<file path="src/rtl/btn_gesture_if.sv">
// rtl/btn_gesture_if.sv - debounced button events in, gesture command pulses out
interface btn_gesture_if;
    logic i_press;
    logic i_release;
    logic i_state;
    logic o_short;
    logic o_double;
    logic o_long;
    logic o_held;
    logic o_busy;

    modport master (
        output i_press, i_release, i_state,
        input  o_short, o_double, o_long, o_held, o_busy
    );

    modport slave (
        input  i_press, i_release, i_state,
        output o_short, o_double, o_long, o_held, o_busy
    );
endinterface

</file>
<file path="src/rtl/btn_gesture.sv">
// rtl/btn_gesture.sv - classifies button gestures into short / double / long command pulses
module btn_gesture #(
    parameter int LONG_CYC   = 100_000_000,
    parameter int DCLICK_CYC = 30_000_000,
    parameter int CNT_W      = 27
) (
    input  logic          clk,
    input  logic          rst,
    btn_gesture_if.slave  bus
);

    typedef enum logic [2:0] {
        IDLE,
        PRESS1,
        WAIT2,
        PRESS2,
        LONG,
        LOCKOUT
    } state_t;

    localparam logic [CNT_W-1:0] LONG_LAST   = CNT_W'(LONG_CYC - 1);
    localparam logic [CNT_W-1:0] DCLICK_LAST = CNT_W'(DCLICK_CYC - 1);

    state_t           state_q;
    state_t           state_d;
    logic [CNT_W-1:0] cnt_q;
    logic             short_q;
    logic             double_q;
    logic             long_q;
    logic             held_q;
    logic             busy_q;
    logic             short_d;
    logic             double_d;
    logic             long_d;
    logic             ev_press;
    logic             ev_release;
    logic             counting;

    // Simultaneous press and release carry no usable meaning, so both are dropped.
    assign ev_press   = bus.i_press & ~bus.i_release;
    assign ev_release = bus.i_release & ~bus.i_press;
    assign counting   = (state_q == PRESS1) || (state_q == WAIT2) || (state_q == PRESS2);

    always_comb begin
        state_d  = state_q;
        short_d  = 1'b0;
        double_d = 1'b0;
        long_d   = 1'b0;
        case (state_q)
            IDLE: begin
                // A press landing on the cycle the short pulse goes out belongs to the closed gesture.
                if (ev_press && !short_q) begin
                    state_d = PRESS1;
                end else if (bus.i_state) begin
                    state_d = LOCKOUT;
                end
            end
            PRESS1: begin
                if (ev_release) begin
                    state_d = WAIT2;
                end else if (cnt_q == LONG_LAST) begin
                    state_d = LONG;
                    long_d  = 1'b1;
                end
            end
            WAIT2: begin
                if (ev_press) begin
                    state_d = PRESS2;
                end else if (cnt_q == DCLICK_LAST) begin
                    state_d = IDLE;
                    short_d = 1'b1;
                end
            end
            PRESS2: begin
                if (ev_release) begin
                    state_d  = IDLE;
                    double_d = 1'b1;
                end else if (cnt_q == LONG_LAST) begin
                    state_d = LONG;
                    short_d = 1'b1;
                    long_d  = 1'b1;
                end
            end
            LONG: begin
                if (ev_release) begin
                    state_d = IDLE;
                end
            end
            LOCKOUT: begin
                if (!bus.i_state && !bus.i_press) begin
                    state_d = IDLE;
                end
            end
            default: state_d = IDLE;
        endcase
    end

    always_ff @(posedge clk) begin
        if (rst) begin
            state_q  <= IDLE;
            short_q  <= 1'b0;
            double_q <= 1'b0;
            long_q   <= 1'b0;
            held_q   <= 1'b0;
            busy_q   <= 1'b0;
        end else begin
            state_q  <= state_d;
            short_q  <= short_d;
            double_q <= double_d;
            long_q   <= long_d;
            held_q   <= (state_d == LONG);
            busy_q   <= (state_d != IDLE);
        end
    end

    always_ff @(posedge clk) begin
        if (rst) begin
            cnt_q <= '0;
        end else if (state_d != state_q) begin
            cnt_q <= '0;
        end else if (counting && (cnt_q != {CNT_W{1'b1}})) begin
            cnt_q <= cnt_q + 1'b1;
        end
    end

    assign bus.o_short  = short_q;
    assign bus.o_double = double_q;
    assign bus.o_long   = long_q;
    assign bus.o_held   = held_q;
    assign bus.o_busy   = busy_q;

endmodule

</file>
<file path="src/flat_wrapper.sv">
// flat-port wrapper written by rule: the top's interface ports become plain ports
module btn_gesture_flat 
#(
    parameter int LONG_CYC   = 100_000_000,
    parameter int DCLICK_CYC = 30_000_000,
    parameter int CNT_W      = 27
)
  (clk, rst, bus_i_press, bus_i_release, bus_i_state, bus_o_short, bus_o_double, bus_o_long, bus_o_held, bus_o_busy);
  btn_gesture_if bus_i ();
  input  logic clk;
  input  logic rst;
  input wire logic [$bits(bus_i.i_press)-1:0] bus_i_press;
  input wire logic [$bits(bus_i.i_release)-1:0] bus_i_release;
  input wire logic [$bits(bus_i.i_state)-1:0] bus_i_state;
  output wire logic [$bits(bus_i.o_short)-1:0] bus_o_short;
  output wire logic [$bits(bus_i.o_double)-1:0] bus_o_double;
  output wire logic [$bits(bus_i.o_long)-1:0] bus_o_long;
  output wire logic [$bits(bus_i.o_held)-1:0] bus_o_held;
  output wire logic [$bits(bus_i.o_busy)-1:0] bus_o_busy;
  assign bus_i.i_press = bus_i_press;
  assign bus_i.i_release = bus_i_release;
  assign bus_i.i_state = bus_i_state;
  assign bus_o_short = bus_i.o_short;
  assign bus_o_double = bus_i.o_double;
  assign bus_o_long = bus_i.o_long;
  assign bus_o_held = bus_i.o_held;
  assign bus_o_busy = bus_i.o_busy;
  btn_gesture #(.LONG_CYC(LONG_CYC), .DCLICK_CYC(DCLICK_CYC), .CNT_W(CNT_W)) u_core (.clk(clk), .rst(rst), .bus(bus_i));
endmodule
</file>
<file path="config.mk">
export PLATFORM = sky130hd
export DESIGN_NAME = btn_gesture_flat
export DESIGN_NICKNAME = d
export VERILOG_FILES = /design/src/rtl/btn_gesture_if.sv /design/src/rtl/btn_gesture.sv /design/src/flat_wrapper.sv
export SDC_FILE = /design/constraint.sdc
export NUM_CORES = 1
export LEC_CHECK = 0
export ABC_AREA = 0
export BUFFER_PORTS_ARGS = -buffer_cell sky130_fd_sc_hd__buf_2
export CAP_MARGIN = 20
export CORE_UTILIZATION = 37
export CTS_BUF_LIST = sky130_fd_sc_hd__clkbuf_4 sky130_fd_sc_hd__clkbuf_8
export DETAILED_ROUTE_END_ITERATION = 7
export PLACE_DENSITY_LB_ADDON = 0.05
export SYNTH_ARGS = -nofsm -noshare
export SYNTH_HDL_FRONTEND = slang
export SYNTH_SLANG_ARGS = --single-unit
</file>
<file path="constraint.sdc">
create_clock -name clk -period 5.6 [get_ports clk]
set_clock_uncertainty 0.1 [all_clocks]
set_input_delay 0.56 -clock clk [delete_from_list [all_inputs] [get_ports clk]]
set_output_delay 0.56 -clock clk [all_outputs]
set_load 0.01 [all_outputs]
</file>
== After elaboration in Yosys (flattened, before gate mapping) ==
Index checks and enable logic that the tools add are counted.

* Flip-flop bits (word level): 35
* Output and inout port bits: 5

* Bitwise operators: 6
* Equality and inequality tests: 10
* Multiplexer cells: 16
* Add/sub/neg operators: 1
* Reduce and logical (&&, ||, !) cells: 14

{| class="wikitable"
|+ Operators by type and width
! kind !! count
|-
| adder 27 x 1 -> 27 bit (second input constant) || 1
|-
| equality test 27 x 25 -> 1 bit (second input constant) || 1
|-
| equality test 27 bit (second input constant) || 1
|-
| two-way mux 3 bit || 9
|-
| != test 27 bit (second input constant) || 1
|-
| one-hot mux 3 bit (6 select lines) || 1
|-
| equality test 3 bit (second input constant) || 3
|-
| OR reduction 2 bit || 4
|-
| equality test 3 x 2 -> 1 bit (second input constant) || 2
|-
| two-way mux 1 bit || 5
|-
| NOT 1 bit || 4
|-
| equality test 3 x 1 -> 1 bit (second input constant) || 1
|-
| logical AND 1 bit || 3
|-
| logical NOT 1 bit || 3
|-
| logical NOT 3 bit || 1
|-
| != test 3 bit || 1
|-
| nonzero test 3 bit || 1
|-
| AND 1 bit || 2
|-
| logical OR 1 bit || 2
|-
| one-hot mux 1 bit (2 select lines) || 1
|}

== Depth between registers and ports, before layout ==
Gate-level depths: netlist of the first run.

* Depth after elaboration: 7
* Depth in mapped cells: 7

== Least setup slack after synthesis of the first run ==
No wires, ideal clock.

* Path type: register -> register
* Start point: register u_core.cnt_q[0]
* End point: register u_core.cnt_q[26]
* Slack: 3.005 ns
* Arrival: 2.363 ns
* Data required time: 5.368 ns
* Cell stages (with the launch flop): 8
* Path through: dfxtp_1 -> ha_1 -> nand3_1 -> or4_1 -> or4b_4 -> a22oi_4 -> buf_6 -> a211oi_1

* Cells in the longest elaborated chain, start to end: 6

{| class="wikitable"
|+ Ends and longest elaborated chain
! item !! line !! source
|-
| start, declared || btn_gesture.sv:26 || <nowiki>logic [CNT_W-1:0] cnt_q;</nowiki>
|-
| start signal, assigned || btn_gesture.sv:122 || <nowiki>cnt_q <= cnt_q + 1'b1;</nowiki>
|-
| equality test 27 bit or equality test 27 x 25 -> 1 bit (tied branches) || btn_gesture.sv:61, btn_gesture.sv:78, btn_gesture.sv:69 ||
|-
| two-way mux 3 bit, on equally long branches || btn_gesture.sv:61, btn_gesture.sv:78, btn_gesture.sv:69 ||
|-
| two-way mux 3 bit, on equally long branches || btn_gesture.sv:75, btn_gesture.sv:59, btn_gesture.sv:67 ||
|-
| one-hot mux 3 bit (6 select lines) || btn_gesture.sv:49 || <nowiki>case (state_q)</nowiki>
|-
| != test 3 bit || btn_gesture.sv:119 || <nowiki>end else if (state_d != state_q) begin</nowiki>
|-
| OR reduction 2 bit (no source line) || n/a ||
|}

Parallel ways exist; a longest one is shown, timed or not.
A chain may end at the register's enable or synchronous reset.

== Worst setup path in the final report of the first run ==
* Start point: register u_core.cnt_q[0]
* End point: register u_core.cnt_q[12]

The elaborated chain is that of the path after synthesis.

==> results of run 1 <==
==> cells by family after synthesis <==
logic type      count (synthesis)  synth area share (%)
fa+ha+maj                       1                 0.626
compound gates                 47                  17.8
xor+xnor                       20                  8.76
buf+inv                        19                  4.44
mux                             1                 0.501
flops                          35                  35.0
simple gates                  113                  32.9
==> path summary, 6_finish.rpt <==
check	endpoint	slack, ns	cells after the start
worst max-delay path	u_core.cnt_q[12]	2.40	7
worst min-delay path	u_core.cnt_q[26]	0.41	2
worst min register to register	u_core.cnt_q[26]	0.41	2
worst max register to register	u_core.cnt_q[12]	2.40	7
==> routing by layer <==
layer,up-vias,track usage (%),part of all wire [%]
met1,821,26.7,53
met3,7,3.97,3.2
met4,0,5.56,1.3
met5,-,0,0
li1,921,-,-
met2,31,27.4,42
==> sequential cells by signal (all words and copies together) (netlist names) <==
register	cells
u_core.bus.o_short	1
u_core.cnt_q	27
u_core.bus.o_long	1
u_core.state_q	3
u_core.bus.o_held	1
u_core.bus.o_double	1
u_core.bus.o_busy	1
==> cell usage after synthesis, types with 2 or more instances <==
master	instances	area share (%)
sky130_fd_sc_hd__a21oi_1	5	1.3
sky130_fd_sc_hd__a2111oi_0	7	3.1
sky130_fd_sc_hd__or4_1	6	2.3
sky130_fd_sc_hd__nor2_1	5	0.94
sky130_fd_sc_hd__and3_1	6	1.9
sky130_fd_sc_hd__and4_1	4	1.8
sky130_fd_sc_hd__nand2_1	15	2.8
sky130_fd_sc_hd__buf_2	2	0.50
sky130_fd_sc_hd__a31oi_1	5	1.6
sky130_fd_sc_hd__o22ai_1	2	0.63
sky130_fd_sc_hd__xnor2_1	19	8.3
sky130_fd_sc_hd__nor2b_1	3	0.94
sky130_fd_sc_hd__nor4_1	6	1.9
sky130_fd_sc_hd__clkbuf_1	10	1.9
sky130_fd_sc_hd__nand3_1	9	2.3
sky130_fd_sc_hd__o21ai_0	3	0.75
sky130_fd_sc_hd__and2_1	4	1.3
sky130_fd_sc_hd__inv_1	5	0.94
sky130_fd_sc_hd__a41oi_1	2	0.88
sky130_fd_sc_hd__a211oi_1	11	4.1
sky130_fd_sc_hd__nor3_1	29	7.3
sky130_fd_sc_hd__o31ai_1	5	1.9
sky130_fd_sc_hd__buf_6	2	1.1
sky130_fd_sc_hd__or3_1	7	2.2
sky130_fd_sc_hd__nand4_1	9	2.8
sky130_fd_sc_hd__dfxtp_1	35	35
==> critical path: cells and delay by family, from the launching register on <==
family | cells | cell delay, ns
buffers and inverters | 1 | 0.34
AO/OA/AOI/OAI | 2 | 0.66
AND/OR/NAND/NOR | 3 | 1.28
flip-flops | 1 | 0.42
adder cells (fa/ha/maj) | 1 | 0.24
==> through the flow <==
step,instances,power [mW],util (%)
5_1_grt,309,0.550,42.0
2_1_floorplan,236,0.327,-
4_1_cts,309,0.530,42.0
6_report,309,0.525,42.0
3_5_place_dp,302,0.344,40.3
3_3_place_gp,302,0.345,40.3
==> where the power goes <==
group | switching, mW | internal [mW]
registers | 0.00910 | 0.254
clock network | 0.0899 | 0.0965
logic | 0.0505 | 0.0246
==> area by class of cell <==
type,count,area [µm²]
Multi-Input combinational cell,182,1210
Clock buffer,6,82.6
Fill cell,562,2980
Tap cell,70,87.6
Inverter,5,18.8
Timing Repair Buffer,10,52.6
Clock inverter,1,5.00
Sequential cell,35,701
==> run summary, run 1 <==
Global routing finished with a remaining overflow of 0. The clock edge transition at the registers on the reported setup and hold paths is 0.07 ns. The total wire length after detailed routing came out at 4900 µm. The number of primary I/O pins is 10. The number of resized instances in the post-cts repair step is 0.

The number of H-tree levels is 2. The count of vias placed by the detailed router is 1780. In this run the critical register-to-register path is launched from u_core.cnt_q[0]. Entering global routing, the biggest net connects 28 pins. The area growth from synthesis to layout came out at 7.88%. The pre-antenna-repair detailed-routing pass consisted of 4 iterations. STA classifies the critical path endpoint as a flop. Tracing the worst setup path back leads to its startpoint at u_core.cnt_q[0]. For this run, asynchronously set or reset flops after synthesis account for 0%. The clock latency reported for the late side of the worst-skew pair came out at 0.29 ns.

The core area came out at 5140 µm². The remaining design rule violation count is 0. Counting every net in the synthesized netlist gives 242.

Across the VDD grid, the largest voltage drop is 0.000115 V. The max-capacitance violation count came out at 0. The achievable clock frequency came out at 0.312 GHz. Yosys mapped a number of flops with a built-in enable equal to 0.

The path category of the worst min-delay check is flop to flop. The number of nets with antenna violations after routing came out at 0. The final number of hold-violating endpoints came out at 0. The standard-cell row count came out at 26. The worst setup path is of the flop to flop kind. The netlist area before placement came out at 2000 µm². The vertical die dimension came out at 75.5 µm. The setup slack of the critical path after layout is 2.40 ns. The max-slew violation total from the final report is 0. The cts-stage hold buffer count came out at 0. The final routed wire length divided by cell count came out at 15.9 µm. The library cell used most frequently in the layout, excluding fill and tap cells, is sky130_fd_sc_hd__dfxtp_1. Setup repair after global routing left no endpoint under its margin. The final number of setup-violating endpoints came out at 0. With fillers left out, the area of the finished cells amounts to 2160 µm². The startpoint of the most critical hold path is u_core.cnt_q[26]. The run finished with clean final reports. The peak per-stage delay on the critical path is 0.59 ns. In the final design database the tool counted 245 nets. The synthesized netlist contains 46 unique library cells. The kind of start point of the critical path is a flop. Traced cell by cell, the critical path runs through ha_1 -> nand3_1 -> or4_1 -> or3_1 -> a21oi_2 -> buf_4 -> a2111oi_0. Measured against its own limit, the worst slew margin works out to 30.8%. The die width came out at 75.5 µm.

The total leakage power came out at 0.634 nW. The maximum clock insertion buffer count came out at 2. In the global route stage, overall resource usage came out at 18.4%. The CTS root buffer is sky130_fd_sc_hd__clkbuf_8. At the end of routability-driven placement, the weighted congestion stood at 0.790.

The first global-routing pass estimated 7860 µm of wire. After routing, the total negative slack on setup checks comes to 0 ns. The slowest stage of the critical path is the sky130_fd_sc_hd__or4_1 cell. The die covers 5700 µm². The average cell area after synthesis came out at 8.47 µm². Hold is met by 0.410 ns.

Among all flip-flop cells after synthesis, the most frequent one is sky130_fd_sc_hd__dfxtp_1. The power density relative to cell area is 243 nW/µm². In the layout the commonest cells are sky130_fd_sc_hd__dfxtp_1, sky130_fd_sc_hd__nor3_1, sky130_fd_sc_hd__xnor2_1, sky130_fd_sc_hd__nand2_1, sky130_fd_sc_hd__a211oi_1.

The post-placement setup slack came out at 2.44 ns. The cell count after synthesis is 236. The starting density of the core came out at 38.9%.

The initial antenna violation count is 0. The count of antenna diodes in the layout is 0. The TritonCTS clock tree is yes. After layout, the worst path uses 57.1% of the clock period.

During placement, the flow inserted port buffers numbering 9. The half-perimeter wire length after placement is 3420 µm. STA puts the critical path data required time at 5.63 ns. The number of warnings issued by yosys came out at 0. The via count of the first global-routing pass is 1538. The final critical delay including setup and external delays is 3.20 ns. The post-place instance area is 2070 µm². The detailed-route vias per instance is 5.76. The total setup buffers inserted after CTS came out at 0. Synthesis inferred 35 register bits.

Clock tree synthesis inserted a total of 5 buffers. The transition time of the tightest slew-check pin came out at 1.03 ns. The largest fanout on the critical path came out at 15.

Sequential elements use 35.0% of the synthesized area. The number of clock sinks came out at 35. The number of design-rule violations left by the first detailed-router iteration came out at 119. Data arrives at the worst endpoint at 3.23 ns. The layout cell share with drive strength beyond 1 is 9.62%.
Note: power is estimated with default switching activity, not from simulation.
==> inputs of run 2 (changes only) <==
clock period = 2.95 ns   (was 5.6 ns; I/O delays follow)
==> run summary, run 2 (synthesized netlist as in run 1, its figures left out) <==
The run finished with clean final reports. The count of vias placed by the detailed router came to 1839 (+3.3%). The most common library cell in the layout ignoring fill and taps is sky130_fd_sc_hd__dfxtp_1. The number of nets with antenna violations after routing is 0 (unchanged). Setup repair after global routing left no endpoint under its margin. TritonCTS built the clock tree. The number of instances on the worst hold path is 2 (unchanged). The number of flip-flops in the largest register is 27 (unchanged). The filler cell count in the final layout came out at 555 (-1.2%). The endpoint class of the critical path is a flop.

STA classifies the critical path startpoint as a flop. The largest register by flop count is u_core.cnt_q. The count of nets after finishing came out at 255 (+4.1%). The final number of hold-violating endpoints came to 0 (unchanged). Compared with the post-synthesis result, the final layout area differs by 11.7%. The routability congestion estimate from global placement came to 0.785 (-0.66%). The critical path is of the flop to flop type. The number of design-rule violations left by the first detailed-router iteration came out at 128 (+7.6%).

The setup TNS is 0 ns (unchanged). The final number of setup-violating endpoints is 0 (unchanged). The maximum vdd ir drop came out at 0.000195 V (+69%). The maximum number of pins on one net before global-route repair came out at 22 (-21%). The total wire length after detailed routing came out at 5010 µm (+2.2%). The capture instance of the worst register-to-register path is u_core.cnt_q[12]. The number of primary I/O pins is 10 (unchanged).

The initial antenna violation count came out at 0 (unchanged). The area of the die is 5700 µm² (unchanged). The number of H-tree levels is 2 (unchanged). The power density relative to cell area is 449 nW/µm² (+84%).

The final routed wire length divided by cell count is 15.8 µm (-0.65%). The achievable clock frequency is 0.380 GHz (+22%). The number of port buffers was 9 (unchanged). The core area was 5140 µm² (unchanged). The first-pass GRT wire length is 8420 µm (+7.2%).

The starting density of the core is 38.9% (unchanged). The global-route usage over all layers came out at 19.9% (+1.5 points). The worst hold path terminates at u_core.state_q[2]. The count of antenna diodes in the layout was 0 (unchanged). The cts-stage hold buffer count is 0 (unchanged).

The vertical die dimension is 75.5 µm (unchanged). The TritonCTS buffer count is 5 (unchanged). The relative slew slack came to 63.7% (+33 points). The register-to-register setup slack came out at 0.32 ns (-2.08 ns). The data arrival time of the critical path is 2.69 ns (-0.54 ns). The total congestion overflow after global routing came out at 0 (unchanged).

The total leakage power is 0.683 nW (+7.7%). The max-capacitance violation count came out at 0 (unchanged). Walking the worst path, the cells encountered are or4b_1 -> or4_1 -> or4b_4 -> a22oi_4 -> buf_4 -> a2111oi_0. The half-perimeter wire length after placement came to 3670 µm (+7.5%). The top cell family by delay on the critical path is simple AND/OR/NAND/NOR gates.

The path category of the worst min-delay check is input pin to flop. The worst path buffer plus inverter count came out at 1 (unchanged). The max-slew violation total from the final report came out at 0 (unchanged). The worst hold path begins at rst.

The reg-to-reg startpoint is u_core.cnt_q[11]. The via count of the first global-routing pass came out at 1670 (+8.6%). The largest registers in the layout are u_core.cnt_q: 27 flops, u_core.state_q: 3 flops.

The maximum clock insertion buffer count came out at 2 (unchanged). The library cells used most frequently in the layout, excluding fill and tap cells, are sky130_fd_sc_hd__dfxtp_1, sky130_fd_sc_hd__nor3_1, sky130_fd_sc_hd__xnor2_1, sky130_fd_sc_hd__nand2_1, sky130_fd_sc_hd__a211oi_1. The remaining design rule violation count is 0 (unchanged). The largest fanout on the critical path came out at 7 (-8). The count of TritonRoute iterations in the first routing pass is 4 (unchanged). The length in cells of the worst reg-to-reg path came to 6 (-1).

The cell with the largest stage delay on the worst path is sky130_fd_sc_hd__or4b_4. The die width is 75.5 µm (unchanged). The number of resized instances in the post-cts repair step is 0 (unchanged). The final design utilization is 43.5% (+1.5 points). The detailed-route vias per instance came out at 5.78 (+0.39%). The clock latency reported for the late side of the worst-skew pair was 0.29 ns (about the same). The standard-cell row count is 26 (unchanged). The clock edge transition at the registers on the reported setup and hold paths came out at 0.07 ns (about the same). The number of clock sinks came to 35 (unchanged). The layout cell share with drive strength beyond 1 was 12.9% (+3.3 points). The period utilization came out at 89.2% (+32 points).

The final critical delay including setup and external delays is 2.63 ns (-0.568 ns). The total setup buffers inserted after CTS came out at 0 (unchanged). The required time of the critical path is 3.01 ns (-2.62 ns). The cell sitting at the root of the clock tree is a sky130_fd_sc_hd__clkbuf_8. The transition time of the tightest slew-check pin came out at 0.539 ns (-0.491 ns). The peak per-stage delay on the critical path came out at 0.56 ns (-0.03 ns).
-- run 2: cell types whose count changed in the layout (fill, tap and decap cells not counted) --
cell	previous run	this run
sky130_fd_sc_hd__buf_12	0	1
sky130_fd_sc_hd__buf_4	1	10
sky130_fd_sc_hd__clkbuf_4	0	1
sky130_fd_sc_hd__clkbuf_8	6	5
sky130_fd_sc_hd__clkinv_2	1	0
-- run 2: worst max path at each step --
stage / start / endpoint / slack (ns) / cells past startpoint
floorplan: u_core.cnt_q[0] / u_core.cnt_q[26] / 0.35 / 7
global placement: u_core.cnt_q[11] / u_core.cnt_q[2] / 0.34 / 6
detailed placement: u_core.cnt_q[11] / u_core.cnt_q[5] / 0.31 / 6
CTS: u_core.cnt_q[1] / u_core.cnt_q[5] / 0.31 / 7
global route: u_core.cnt_q[1] / u_core.cnt_q[12] / 0.18 / 7
finish: u_core.cnt_q[11] / u_core.cnt_q[12] / 0.32 / 6
-- run 2: layout make-up --
| class | instances | area, µm² | share of cell area, % |
|---|---|---|---|
| Tap cell | 70 | 87.6 | 3.92 |
| Inverter | 5 | 18.8 | 0.840 |
| Sequential cell | 35 | 701 | 31.4 |
| Clock buffer | 6 | 76.3 | 3.42 |
| Timing Repair Buffer | 20 | 140 | 6.27 |
| Multi-Input combinational cell | 182 | 1210 | 54.2 |
-- run 2: report_power, final --
group	internal (mW)	switching (mW)	total (mW)
Clock	0.167	0.167	0.334
Sequential	0.483	0.00610	0.489
Combinational	0.0690	0.111	0.180
Total	0.718	0.284	1.00
-- run 2: metal layers --
| metal | wire length (µm) | GRT usage, % | vias up |
|---|---|---|---|
| li1 | - | - | 935 |
| met1 | 2530 | 27.8 | 872 |
| met2 | 2270 | 30.5 | 25 |
| met3 | 139 | 3.97 | 7 |
| met4 | 73 | 7.41 | 0 |
| met5 | 0 | 0 | - |
-- run 2: per-stage QoR --
step | instances | area (µm²) | setup slack, ns | power (mW) | hold slack [ns]
floorplan | 236 | 2000 | 0.355 | 0.620 | 0.264
global placement | 312 | 2160 | 0.344 | 0.684 | 0.384
detailed placement | 312 | 2160 | 0.315 | 0.680 | 0.389
CTS | 318 | 2230 | 0.311 | 1.01 | 0.143
global route | 318 | 2230 | 0.179 | 1.05 | 0.165
finish | 318 | 2230 | 0.318 | 1.00 | 0.146
